--- src/rtl/board_reset_ctrl_pkg.sv ---
// Shared encodings and sizing helpers for the board reset/button front-end.
// Pure declarations; no logic, no latency.
package board_pkg;

   typedef enum logic [2:0] {
      S_WAIT  = 3'd0,
      S_HOLD  = 3'd1,
      S_STAGE = 3'd2,
      S_RUN   = 3'd3
   } rst_state_e;

   localparam int RST_COUNT_W = 8;

   // Width of a counter that runs 0..n-1, never narrower than one bit.
   function automatic int cnt_width(input int n);
      return (n <= 2) ? 1 : $clog2(n);
   endfunction

endpackage

--- src/rtl/board_reset_ctrl_if.sv ---
// Board-side bundle: lock/buttons in, debounced buttons and staged resets out.
// master is the controller view, slave is the board/bench view.
interface board_reset_ctrl_if #(
   parameter int NUM_BTN = 2,
   parameter int NUM_RST = 2
);
   import board_pkg::*;

   logic                   pll_locked;
   logic [NUM_BTN-1:0]     btn_raw;
   logic [NUM_BTN-1:0]     btn_db;
   logic [NUM_BTN-1:0]     btn_rise;
   logic [NUM_BTN-1:0]     btn_fall;
   logic [NUM_RST-1:0]     sys_rst_n;
   logic [2:0]             rst_state;
   logic [RST_COUNT_W-1:0] rst_count;

   modport master (
      input  pll_locked, btn_raw,
      output btn_db, btn_rise, btn_fall, sys_rst_n, rst_state, rst_count
   );

   modport slave (
      output pll_locked, btn_raw,
      input  btn_db, btn_rise, btn_fall, sys_rst_n, rst_state, rst_count
   );
endinterface

--- src/rtl/board_reset_ctrl_btn_debounce.sv ---
// One button: 2-flop synchroniser, polarity normalise, debounce, edge pulses.
// Raw step to btn_db change is 2 + DEBOUNCE_CYCLES cycles; rise/fall are registered.
module btn_debounce
   import board_pkg::*;
#(
   parameter int ACTIVE_HIGH     = 1,
   parameter int DEBOUNCE_CYCLES = 12000
) (
   input  logic clk,
   input  logic rst_n,
   input  logic raw,
   output logic db,
   output logic rise,
   output logic fall
);
   localparam int            CW       = cnt_width(DEBOUNCE_CYCLES);
   localparam logic [CW-1:0] CNT_LAST = CW'(DEBOUNCE_CYCLES - 1);
   localparam logic          INV      = (ACTIVE_HIGH == 0);

   logic          sync1;
   logic          sync2;
   logic          sample;
   logic [CW-1:0] cnt;

   assign sample = sync2 ^ INV;

   always_ff @(posedge clk or negedge rst_n) begin
      if (!rst_n) begin
         sync1 <= 1'b0;
         sync2 <= 1'b0;
         cnt   <= '0;
         db    <= 1'b0;
         rise  <= 1'b0;
         fall  <= 1'b0;
      end else begin
         sync1 <= raw;
         sync2 <= sync1;
         rise  <= 1'b0;
         fall  <= 1'b0;
         if (sample == db) begin
            cnt <= '0;
         end else if (cnt == CNT_LAST) begin
            cnt  <= '0;
            db   <= sample;
            rise <= sample;
            fall <= ~sample;
         end else begin
            cnt <= cnt + 1'b1;
         end
      end
   end
endmodule

--- src/rtl/board_reset_ctrl.sv ---
// Lock qualification, button debounce and staged glitch-free core resets.
// All outputs registered; abort (lock loss / reset button) pulls every reset low on the next edge.
module board_reset_ctrl
   import board_pkg::*;
#(
   parameter int NUM_BTN         = 2,
   parameter int BTN_ACTIVE_HIGH = 1,
   parameter int RST_BTN_IDX     = 0,
   parameter int DEBOUNCE_CYCLES = 12000,
   parameter int RST_HOLD_CYCLES = 16,
   parameter int NUM_RST         = 2,
   parameter int STAGE_GAP       = 4
) (
   input  logic                      clk,
   input  logic                      rst_n,
   board_reset_ctrl_if.master        bus
);
   localparam int            HW        = cnt_width(RST_HOLD_CYCLES);
   localparam int            GW        = cnt_width(STAGE_GAP);
   localparam int            IW        = (NUM_RST > 1) ? $clog2(NUM_RST) : 1;
   localparam logic [HW-1:0] HOLD_LAST = HW'(RST_HOLD_CYCLES - 1);
   localparam logic [GW-1:0] GAP_LAST  = GW'(STAGE_GAP - 1);
   localparam logic [IW-1:0] IDX_LAST  = IW'(NUM_RST - 1);

   logic [NUM_BTN-1:0] btn_db_w;
   logic [NUM_BTN-1:0] btn_rise_w;
   logic [NUM_BTN-1:0] btn_fall_w;

   for (genvar i = 0; i < NUM_BTN; i++) begin : g_btn
      btn_debounce #(
         .ACTIVE_HIGH     (BTN_ACTIVE_HIGH),
         .DEBOUNCE_CYCLES (DEBOUNCE_CYCLES)
      ) u_db (
         .clk  (clk),
         .rst_n(rst_n),
         .raw  (bus.btn_raw[i]),
         .db   (btn_db_w[i]),
         .rise (btn_rise_w[i]),
         .fall (btn_fall_w[i])
      );
   end

   logic lock_s1;
   logic lock_s;

   rst_state_e             state_q,  state_d;
   logic [HW-1:0]          hold_q,   hold_d;
   logic [GW-1:0]          gap_q,    gap_d;
   logic [IW-1:0]          idx_q,    idx_d;
   logic [NUM_RST-1:0]     rst_q,    rst_d;
   logic [RST_COUNT_W-1:0] count_q,  count_d;
   logic                   abort;

   assign abort = !lock_s || btn_db_w[RST_BTN_IDX];

   always_ff @(posedge clk or negedge rst_n) begin
      if (!rst_n) begin
         lock_s1 <= 1'b0;
         lock_s  <= 1'b0;
         state_q <= S_WAIT;
         hold_q  <= '0;
         gap_q   <= '0;
         idx_q   <= '0;
         rst_q   <= '0;
         count_q <= '0;
      end else begin
         lock_s1 <= bus.pll_locked;
         lock_s  <= lock_s1;
         state_q <= state_d;
         hold_q  <= hold_d;
         gap_q   <= gap_d;
         idx_q   <= idx_d;
         rst_q   <= rst_d;
         count_q <= count_d;
      end
   end

   always_comb begin
      state_d = state_q;
      hold_d  = hold_q;
      gap_d   = gap_q;
      idx_d   = idx_q;
      rst_d   = rst_q;
      count_d = count_q;
      // Abort is checked ahead of the stage logic so a coinciding release never rises.
      if (state_q != S_WAIT && abort) begin
         state_d = S_WAIT;
         hold_d  = '0;
         gap_d   = '0;
         idx_d   = '0;
         rst_d   = '0;
         if (count_q != '1) count_d = count_q + 1'b1;
      end else begin
         case (state_q)
            S_WAIT: begin
               rst_d = '0;
               if (lock_s && !btn_db_w[RST_BTN_IDX]) begin
                  state_d = S_HOLD;
                  hold_d  = '0;
               end
            end
            S_HOLD: begin
               if (hold_q == HOLD_LAST) begin
                  hold_d   = '0;
                  gap_d    = '0;
                  idx_d    = IW'(1);
                  rst_d[0] = 1'b1;
                  state_d  = (NUM_RST == 1) ? S_RUN : S_STAGE;
               end else begin
                  hold_d = hold_q + 1'b1;
               end
            end
            S_STAGE: begin
               if (gap_q == GAP_LAST) begin
                  gap_d        = '0;
                  rst_d[idx_q] = 1'b1;
                  idx_d        = idx_q + 1'b1;
                  if (idx_q == IDX_LAST) state_d = S_RUN;
               end else begin
                  gap_d = gap_q + 1'b1;
               end
            end
            S_RUN: begin
               rst_d = '1;
            end
            default: begin
               state_d = S_WAIT;
               rst_d   = '0;
            end
         endcase
      end
   end

   assign bus.btn_db    = btn_db_w;
   assign bus.btn_rise  = btn_rise_w;
   assign bus.btn_fall  = btn_fall_w;
   assign bus.sys_rst_n = rst_q;
   assign bus.rst_state = 3'(state_q);
   assign bus.rst_count = count_q;
endmodule
--- src/flat_wrapper.sv ---
// flat-port wrapper written by rule: the top's interface ports become plain ports
module board_reset_ctrl_flat import board_pkg::*;
#(
   parameter int NUM_BTN         = 2,
   parameter int BTN_ACTIVE_HIGH = 1,
   parameter int RST_BTN_IDX     = 0,
   parameter int DEBOUNCE_CYCLES = 12000,
   parameter int RST_HOLD_CYCLES = 16,
   parameter int NUM_RST         = 2,
   parameter int STAGE_GAP       = 4
)
  (clk, rst_n, bus_pll_locked, bus_btn_raw, bus_btn_db, bus_btn_rise, bus_btn_fall, bus_sys_rst_n, bus_rst_state, bus_rst_count);
  board_reset_ctrl_if #(.NUM_BTN(NUM_BTN), .NUM_RST(NUM_RST)) bus_i ();
  input  logic clk;
  input  logic rst_n;
  input wire logic [$bits(bus_i.pll_locked)-1:0] bus_pll_locked;
  input wire logic [$bits(bus_i.btn_raw)-1:0] bus_btn_raw;
  output wire logic [$bits(bus_i.btn_db)-1:0] bus_btn_db;
  output wire logic [$bits(bus_i.btn_rise)-1:0] bus_btn_rise;
  output wire logic [$bits(bus_i.btn_fall)-1:0] bus_btn_fall;
  output wire logic [$bits(bus_i.sys_rst_n)-1:0] bus_sys_rst_n;
  output wire logic [$bits(bus_i.rst_state)-1:0] bus_rst_state;
  output wire logic [$bits(bus_i.rst_count)-1:0] bus_rst_count;
  assign bus_i.pll_locked = bus_pll_locked;
  assign bus_i.btn_raw = bus_btn_raw;
  assign bus_btn_db = bus_i.btn_db;
  assign bus_btn_rise = bus_i.btn_rise;
  assign bus_btn_fall = bus_i.btn_fall;
  assign bus_sys_rst_n = bus_i.sys_rst_n;
  assign bus_rst_state = bus_i.rst_state;
  assign bus_rst_count = bus_i.rst_count;
  board_reset_ctrl #(.NUM_BTN(NUM_BTN), .BTN_ACTIVE_HIGH(BTN_ACTIVE_HIGH), .RST_BTN_IDX(RST_BTN_IDX), .DEBOUNCE_CYCLES(DEBOUNCE_CYCLES), .RST_HOLD_CYCLES(RST_HOLD_CYCLES), .NUM_RST(NUM_RST), .STAGE_GAP(STAGE_GAP)) u_core (.clk(clk), .rst_n(rst_n), .bus(bus_i));
endmodule
--- config.mk ---
export PLATFORM = sky130hd
export DESIGN_NAME = board_reset_ctrl_flat
export DESIGN_NICKNAME = d
export VERILOG_FILES = /design/src/rtl/board_reset_ctrl_pkg.sv /design/src/rtl/board_reset_ctrl_if.sv /design/src/rtl/board_reset_ctrl_btn_debounce.sv /design/src/rtl/board_reset_ctrl.sv /design/src/flat_wrapper.sv
export SDC_FILE = /design/constraint.sdc
export NUM_CORES = 1
export LEC_CHECK = 0
export BUFFER_PORTS_ARGS = -buffer_cell sky130_fd_sc_hd__buf_2
export CAP_MARGIN = 20
export CORE_ASPECT_RATIO = 0.75
export CORE_MARGIN = 8
export CORE_UTILIZATION = 50
export CTS_CLUSTER_DIAMETER = 150
export CTS_CLUSTER_SIZE = 40
export DETAILED_ROUTE_END_ITERATION = 16
export GPL_ROUTABILITY_DRIVEN = 1
export GPL_TIMING_DRIVEN = 1
export HOLD_SLACK_MARGIN = 0.06
export MAX_ROUTING_LAYER = met4
export PLACE_DENSITY = 0.66
export SLEW_MARGIN = 0
export SYNTH_ARGS = -nofsm -noshare
export SYNTH_HDL_FRONTEND = slang
export SYNTH_HIERARCHICAL = 1
export SYNTH_SLANG_ARGS = --single-unit
--- constraint.sdc ---
create_clock -name clk -period 3.8 [get_ports clk]
set_clock_uncertainty 0.05 [all_clocks]
set_input_delay 0.76 -clock clk [delete_from_list [all_inputs] [get_ports clk]]
set_output_delay 0.76 -clock clk [all_outputs]
set_load 0.01 [all_outputs]
==> results of run 1 <==
-- cell families after synthesis --
group | count (synthesis)
and+or+nand+nor | 127
DFF | 59
xor gates and xnor gates | 28
AOI/OAI and AO/OA | 22
buffers and inverters | 15
adders and majority gates | 11
muxes | 10
other | 1
-- layout make-up --
| type | instances | area [um2] |
|---|---|---|
| Sequential cell | 59 | 1480 |
| Multi-Input combinational cell | 199 | 1360 |
| Fill cell | 493 | 2460 |
| Clock inverter | 2 | 60.1 |
| Clock buffer | 13 | 149 |
| Inverter | 5 | 18.8 |
| Tap cell | 78 | 97.6 |
| Timing Repair Buffer | 23 | 118 |
-- per-layer routing --
layer	share of wire, %	global-route usage [%]	up-vias
li1	-	-	991
met1	50	17.1	943
met2	43	20.4	32
met3	5.6	5.35	7
met4	1.6	6.47	0
met5	0	-	-
-- worst min-delay path by stage --
| stage | start | cells past startpoint | end | slack [ps] |
|---|---|---|---|---|
| after global routing | u_core/g_btn[1].u_db/sync1 | 0 | u_core/g_btn[1].u_db/sample | 300 |
| after global placement | u_core/g_btn[0].u_db/sync1 | 0 | u_core/g_btn[0].u_db/sample | 280 |
| after CTS | u_core/g_btn[0].u_db/sync1 | 0 | u_core/g_btn[0].u_db/sample | 300 |
| after detailed placement | u_core/g_btn[0].u_db/sync1 | 0 | u_core/g_btn[0].u_db/sample | 280 |
| after floorplan | u_core/g_btn[0].u_db/sync1 | 0 | u_core/g_btn[0].u_db/sample | 280 |
| final | u_core/g_btn[0].u_db/sync1 | 0 | u_core/g_btn[0].u_db/sample | 300 |
-- stage by stage --
step                      area [um2]  utilization, %  std cells  hold slack [ps]
after floorplan                 2920               -        273              281
after global placement          3070            53.5        364              284
after detailed placement        3070            53.5        364              285
after CTS                       3280            57.2        379              299
after global routing            3280            57.2        379              305
final                           3280            57.2        379              298
-- synth_stat cells (2+ instances only) --
cell	instances	share of area (%)
nor2_1	39	5.0
nand4_1	9	1.9
mux2_4	2	1.0
nand2b_1	5	1.1
xnor2_1	9	2.7
nor3b_1	5	1.3
and2_1	2	0.43
nand2_1	22	2.8
nand3_1	13	2.2
mux2_2	6	2.3
nand4b_1	3	0.90
or4_4	2	0.77
nor3_1	5	0.86
nor4b_1	3	0.90
dfrtp_1	59	51
clkbuf_1	4	0.51
a21oi_1	4	0.69
and3_1	4	0.86
xor2_1	19	5.7
inv_1	5	0.64
mux2i_1	2	0.69
o31ai_1	2	0.51
ha_1	11	4.7
buf_6	3	1.2
o21ai_0	7	1.2
and4_1	5	1.5
a31oi_1	2	0.43
or3b_1	2	0.60
nand2b_2	2	0.60
-- flip-flops by register name, indices dropped and copies added, names as in the netlist --
name / flops
u_core/bus.sys_rst_n: 2
u_core/idx_q: 1
u_core/bus.rst_state: 2
u_core/gap_q: 2
u_core/g_btn.u_db/sync1: 2
u_core/lock_s1: 1
u_core/g_btn.u_db/rise: 2
u_core/g_btn.u_db/cnt: 28
u_core/bus.rst_count: 8
u_core/lock_s: 1
u_core/g_btn.u_db/fall: 2
u_core/g_btn.u_db/db: 2
u_core/hold_q: 4
u_core/g_btn.u_db/sample: 2
-- where the power goes --
part | switching, mW | leakage (nW) | internal, mW | total (mW)
registers | 0.0737 | 0.790 | 0.704 | 0.777
logic | 0.240 | 0.597 | 0.183 | 0.423
clock network | 0.221 | 0.104 | 0.384 | 0.605
-- worst reg2reg max path, stage by stage (launching register included) --
cell and delay, ps:
dfrtp_1 420, inv_1 90, ha_1 300, nor2_1 380, and4_1 270, mux2_2 330
==> impl_metrics.ini, run 1 <==
[sta]
worst_pin_slew_ps = 637
setup_viol = 0
min_period_ps = 1950
fmax_mhz = 512
rsz0062_at_grt = false
setup_tns_ps = 0
slew_viol_final = 0
layout_setup_ws_ps = 1850
hold_viol = 0
fin_crit_sh_pct = 51.4
slew_headroom_pct = 57.5

[critical_path]
end_kind = flip-flop
crit_path_start_kind = flip-flop
r2r_slack_ps = 1850
crit_arrival_ps = 2120
crit_start = u_core/bus.rst_state[0]
critPathKind = reg2reg
cp_max_fo = 9
slowest_delay_ps = 420
worstPathRequired_ps = 3960
crit_end = u_core/bus.rst_count[6]
critPathSlowestCell = dfrtp_1
path_delay_family = simple AND/OR/NAND/NOR gates
crit_chain = inv_1, ha_1, nor2_1, and4_1, mux2_2
critical_path_depth = 5
path_buf_inv = 1
reg2reg_from = u_core/bus.rst_state[0]
reg2reg_to = u_core/bus.rst_count[6]
rr_worst_depth = 5

[layout]
final_cell_mix = dfrtp_1, nor2_1, buf_2, nand2_1, xor2_1
nNetsFinal = 313
drive_gt1_share_pct = 17.3
syn_to_final_growth_pct = 12.3
layout_commonest_cell = dfrtp_1
antenna_cells = 0

[clock_tree]
htree_num_levels = 3
cts_buffers = 9
clk_pin_slew_ps = 60
cts_root_buf = clkbuf_8
hold_buffers = 0
cts-resized-gates = 0
cts_buffer_depth = 2
postCtsSetupRepairBufs = 0
numClockSinks = 59
clock_latency_ps = 330
cts_tree = built

[run_status]
outcome = finished, final reports clean

[drt]
first_pass_iters = 4
drt_iter0_markers = 39
drt_wl_total_mm = 5.24
ant_nets = 0
post-route-drc-count = 0
vias = 1973
post_drt_wl_per_cell_um = 13.8
vias_per_cell = 5.21

[logic_synthesis]
synthMuxAreaShare_pct = 4.03
yosysSeqAreaShare_pct = 50.6
synth-edff-count = 0
syn_area_um2 = 2920
yosys.area_share.simple_pct = 23.7
yosysUniqueCellTypes = 46
syn_inst = 273
synthesis.nets = 289
synth_compound_area_share_pct = 5.53
yosys.area_share.adder_pct = 4.71
synth_xor_xnor_area_share_pct = 8.40
yosys_most_used_dff = dfrtp_1
syn_avg_cell_area_um2 = 10.7
async_reset_ff_share_pct = 100
synth_top_family_by_area = simple AND/OR/NAND/NOR gates
ys_ff_latch = 59
ys_warn_count = 6

[grt]
grt_pass1_vias = 1941
grt_pass1_wl_mm = 9.20
grt_start_max_net_pins = 32
grt_overflow = 0
antenna_found_initial = 0
grtUsageTotal_pct = 14.0

[placement]
gp_congestion = 0.814
place_hpwl_mm = 3.65
port_buffers = 22
pre_cts_slack_ps = 1850

[power_and_ir_drop]
p_per_area_nw_per_um2 = 551
power_mw = 1.81
p_leak_nw = 1.49
vdd_ir_drop_max_uv = 245

[floorplan]
die-area_um2 = 8570
row_count = 24
fp.coreArea_um2 = 5740
die_x_um = 104
die-height_um = 82.2
initial_core_util_pct = 50.9
io_pins = 24

[job]
drv_cap = 0

[min_path]
hp-class = reg2reg
Note: power is estimated with default switching activity, not from simulation.
==> run 2, diff against run 1 <==
- clock period: 3.8 -> 1.8 ns (I/O delays scaled with it)
==> run 2 against run 1 <==
Compared with the run above: total power increased by 120%; via count increased by 3.5%; worst hold slack better by 4.5 ps; non-clock buffer count increased by 19; wire length increased by 2.0%; first-iteration DRC count grew to 2.9 times the previous value; sequential cell count did not move; register-to-register slack lost 1800 ps; sequential power increased by 110%; cell area grew 6.4%; combinational power rose by 140%; largest power group unchanged.
==> impl_metrics.ini, run 2 (same netlist as run 1, synthesis figures left out) <==
[drt]
drt_iter0_markers = 114
post_drt_wl_per_cell_um = 13.4
drt_wl_total_mm = 5.34
post-route-drc-count = 0
vias_per_cell = 5.12
first_pass_iters = 4
vias = 2042
ant_nets = 0

[layout]
antenna_cells = 0
layout_commonest_cell = dfrtp_1
final_cell_mix = dfrtp_1, nor2_1, buf_2, nand2_1, xor2_1
drive_gt1_share_pct = 23.4
syn_to_final_growth_pct = 19.4
nNetsFinal = 332
largest_reg_flops = 28
seqCellArea_um2 = 1480
regMostFlops = u_core/g_btn.u_db/cnt
nFillCells = 491
multiInputGateArea_um2 = 1380

[clock_tree]
cts_buffers = 9
cts_tree = built
postCtsSetupRepairBufs = 0
clock_latency_ps = 330
numClockSinks = 59
cts_root_buf = clkbuf_8
cts_buffer_depth = 2
clk_pin_slew_ps = 60
htree_num_levels = 3

[sta]
layout_setup_ws_ps = 49.9
fin_crit_sh_pct = 97.2
min_period_ps = 1750
setup_viol = 0
setup_tns_ps = 0
slew_viol_final = 0
rsz0062_at_grt = true
hold_viol = 0
fmax_mhz = 571

[critical_path]
crit_chain = ha_2, nand3_1, or4_4, mux2_4
rr_worst_depth = 4
reg2reg_to = u_core/g_btn[0].u_db/db
crit_end = u_core/g_btn[0].u_db/db
end_kind = flip-flop
critPathSlowestCell = or4_4
crit_start = u_core/g_btn[0].u_db/cnt[1]
cp_max_fo = 4
worstPathRequired_ps = 1960
slowest_delay_ps = 600
reg2reg_from = u_core/g_btn[0].u_db/cnt[1]
crit_arrival_ps = 1910
crit_path_start_kind = flip-flop
critPathKind = reg2reg
r2r_slack_ps = 50

[placement]
port_buffers = 22
place_hpwl_mm = 3.72
pre_cts_slack_ps = 26.0
gp_congestion = 0.847

[run_status]
outcome = finished, final reports clean

[grt]
grt_start_max_net_pins = 60
grt_overflow = 0
antenna_found_initial = 0
grt_pass1_wl_mm = 9.23
grtUsageTotal_pct = 14.1
grt_pass1_vias = 1931

[floorplan]
row_count = 24
die_x_um = 104
fp.coreArea_um2 = 5740
die-height_um = 82.2
die-area_um2 = 8570
initial_core_util_pct = 50.9
io_pins = 24

[min_path]
hp-class = reg2reg

[power_and_ir_drop]
p_per_area_nw_per_um2 = 1140
vdd_ir_drop_max_uv = 699
p_leak_nw = 1.60
power_mw = 3.99

[job]
drv_cap = 0
run 2: cell types whose count changed in the layout (fill, tap and decap cells not counted), moves of 2 or more:
cell / before / now
buf_4: 1 / 15
dlygate4sd3_1: 0 / 4
ha_1: 11 / 7
ha_2: 0 / 4
clkbuf_1: 3 / 1
nand2b_2: 2 / 0
nand2b_4: 0 / 2
run 2: repair_timing:
| action | CTS | global route |
|---|---|---|
| endpoints found under the setup margin | 0 | 31 |
| hold endpoints to repair | 60 | 2 |
| hold buffers | 2 | 2 |
| resized for setup | 0 | 7 |
run 2: power by group:
group          switching, mW  leakage, nW  total (mW)  internal [mW]
clock                  0.496        0.113        1.35          0.853
sequential             0.141        0.790        1.63           1.48
combinational          0.555        0.700        1.02          0.461
total                   1.19         1.60        3.99           2.80
run 2: critical path, delay by kind of cell, from the launching register on:
family        cells  cell delay (ps)
flops             1              370
mux               1              310
fa+ha+maj         1              200
simple gates      2              700
run 2: layer usage:
metal	up-vias	global-route usage [%]	routed length, um
met4	0	5.61	73
met2	38	20.7	2310
met5	-	-	0
li1	1028	-	-
met3	8	6.05	312
met1	968	17.1	2650
run 2: cell type report:
type	count	area share [%]
multi-input combinational	199	39.7
clock inverter	4	2.08
sequential	59	42.3
inverter	5	0.538
timing repair buffer	42	8.11
clock buffer	12	4.45
tap	78	2.80
run 2: worst min path at each step:
| stage | startpoint | to | slack, ps | cells after the start |
|---|---|---|---|---|
| 2_1_floorplan | rst_n | u_core/bus.rst_count[0] | 10 | 0 |
| 3_3_place_gp | u_core/g_btn[0].u_db/sync1 | u_core/g_btn[0].u_db/sample | 280 | 0 |
| 3_5_place_dp | u_core/g_btn[0].u_db/sync1 | u_core/g_btn[0].u_db/sample | 290 | 0 |
| 4_1_cts | bus_btn_raw[0] | u_core/g_btn[0].u_db/sync1 | 60 | 1 |
| 5_1_grt | u_core/g_btn[1].u_db/sync1 | u_core/g_btn[1].u_db/sample | 320 | 0 |
| 6_report | u_core/g_btn[1].u_db/sync1 | u_core/g_btn[1].u_db/sample | 300 | 0 |
run 2: stage by stage:
stage / util (%) / area, um2 / hold WS (ps) / instances
floorplan: - / 2920 / 14.4 / 273
global placement: 55.7 / 3190 / 284 / 379
detailed placement: 55.7 / 3190 / 290 / 379
CTS: 60.0 / 3440 / 60.2 / 397
global route: 60.8 / 3490 / 320 / 399
finish: 60.8 / 3490 / 302 / 399
==> run 3, diff against run 2 <==
- PLACE_DENSITY: 0.66 -> 0.72
==> run 3 against run 2 <==
Compared with the run above: count of clock-buffer cells in the layout shrank 1; worst hold slack lost 4.8 ps; cell area shrank 1.7%; total power shrank 7.5%; wire length grew 2.6%; sequential share of layout area grew 0.71 points; largest power group unchanged; via count grew 1.4%.
==> impl_metrics.ini, run 3 (same netlist as run 1, synthesis figures left out) <==
[sta]
fin_crit_sh_pct = 96.1
setup_tns_ps = 0
hold_viol = 0
min_period_ps = 1730
setup_viol = 0
fmax_mhz = 578
rsz0062_at_grt = false
layout_setup_ws_ps = 70.5
slew_viol_final = 0
timing.hold.ws_ps = 297

[clock_tree]
cts_root_buf = clkbuf_8
cts_tree = built
postCtsSetupRepairBufs = 0
cts_buffer_depth = 2
cts_buffers = 9
clock_latency_ps = 330
htree_num_levels = 3
clk_pin_slew_ps = 60
numClockSinks = 59

[floorplan]
die-area_um2 = 8570
io_pins = 24
initial_core_util_pct = 50.9
fp.coreArea_um2 = 5740
row_count = 24
die_x_um = 104
die-height_um = 82.2

[power_and_ir_drop]
p_leak_nw = 1.58
vdd_ir_drop_max_uv = 503
p_per_area_nw_per_um2 = 1080

[critical_path]
critPathKind = reg2reg
worstPathRequired_ps = 1970
crit_path_start_kind = flip-flop
path_delay_family = simple AND/OR/NAND/NOR gates
crit_chain = or3b_1, or4_4, mux2_4
reg2reg_from = u_core/g_btn[0].u_db/cnt[5]
crit_start = u_core/g_btn[0].u_db/cnt[5]
path_buf_inv = 0
cp_max_fo = 4
crit_arrival_ps = 1900
end_kind = flip-flop
critPathSlowestCell = or4_4
slowest_delay_ps = 470

[drt]
first_pass_iters = 4
post-route-drc-count = 0
drt_iter0_markers = 84
ant_nets = 0
drt_wl_total_mm = 5.48
post_drt_wl_per_cell_um = 13.8
vias_per_cell = 5.22
vias = 2071

[run_status]
outcome = finished, final reports clean

[min_path]
hp-start = u_core/g_btn[1].u_db/sync1
hp-class = reg2reg

[grt]
grt_overflow = 0
grt_pass1_vias = 2042
antenna_found_initial = 0
grt_pass1_wl_mm = 9.74
grt_start_max_net_pins = 60
grtUsageTotal_pct = 14.8

[layout]
drive_gt1_share_pct = 22.9
antenna_cells = 0
design_area_um2 = 3430
syn_to_final_growth_pct = 17.4
regMostFlops = u_core/g_btn.u_db/cnt
layout_commonest_cell = dfrtp_1
fin_util_pct = 59.8
final_cell_mix = dfrtp_1, nor2_1, buf_2, nand2_1, xor2_1
nNetsFinal = 331
largest_reg_flops = 28

[placement]
pre_cts_slack_ps = 33.7
dpl_cell_area_um2 = 3190
port_buffers = 22
place_hpwl_mm = 3.90
gp_congestion = 0.821

[job]
drv_cap = 0
run 3: changes by cell type in the layout (fill, tap and decap cells not counted), sizes merged:
cell / previous run / this run
bufinv: 2 / 0
clkinv: 1 / 3
buf: 38 / 37
clkbuf: 12 / 11
run 3: worst register-to-register path: stages, from the launching register on:
cell     delay (ps)
dfrtp_1         410
or3b_1          380
or4_4           470
mux2_4          310
run 3: metrics by stage:
stage / instances / total power [mW]
2_1_floorplan: 273 / 2.30
3_5_place_dp: 378 / 2.64
5_1_grt: 397 / 3.94
6_report: 397 / 3.69
3_3_place_gp: 378 / 2.61
4_1_cts: 397 / 3.74
run 3: cell type report:
type	count	area, um2
fill	499	2310
clock inverter	4	26.3
tap	78	97.6
clock buffer	11	151
multi-input combinational	199	1380
timing repair buffer	41	275
inverter	5	18.8
sequential	59	1480
run 3: metal layers:
| metal | up-vias | routed length (um) | GRT usage (%) |
|---|---|---|---|
| met5 | - | 0 | - |
| met4 | 0 | 88 | 6.91 |
| met3 | 10 | 242 | 5.12 |
| met2 | 31 | 2430 | 21.5 |
| met1 | 1007 | 2720 | 18.4 |
| li1 | 1023 | - | - |
run 3: where the power goes:
part           switching [mW]  internal, mW
Sequential              0.140          1.48
Combinational           0.549         0.457
Clock                   0.497         0.563
Total                    1.19          2.50
run 3: final timing paths:
kind	slack (ps)	cells past startpoint	end
worst min register to register	300	0	u_core/g_btn[1].u_db/sample
max in group asynchronous	940	3	u_core/g_btn[0].u_db/cnt[1]
worst min-delay path	300	0	u_core/g_btn[1].u_db/sample
worst max register to register	70	3	u_core/g_btn[0].u_db/db
min in group asynchronous	500	3	u_core/hold_q[3]
worst max-delay path	70	3	u_core/g_btn[0].u_db/db
run 3: repair_timing:
| action | CTS | global route |
|---|---|---|
| hold endpoints to repair | 62 | 0 |
| hold buffers | 4 | 0 |
| setup endpoints to repair | 0 | 32 |
| resized for setup | 0 | 6 |
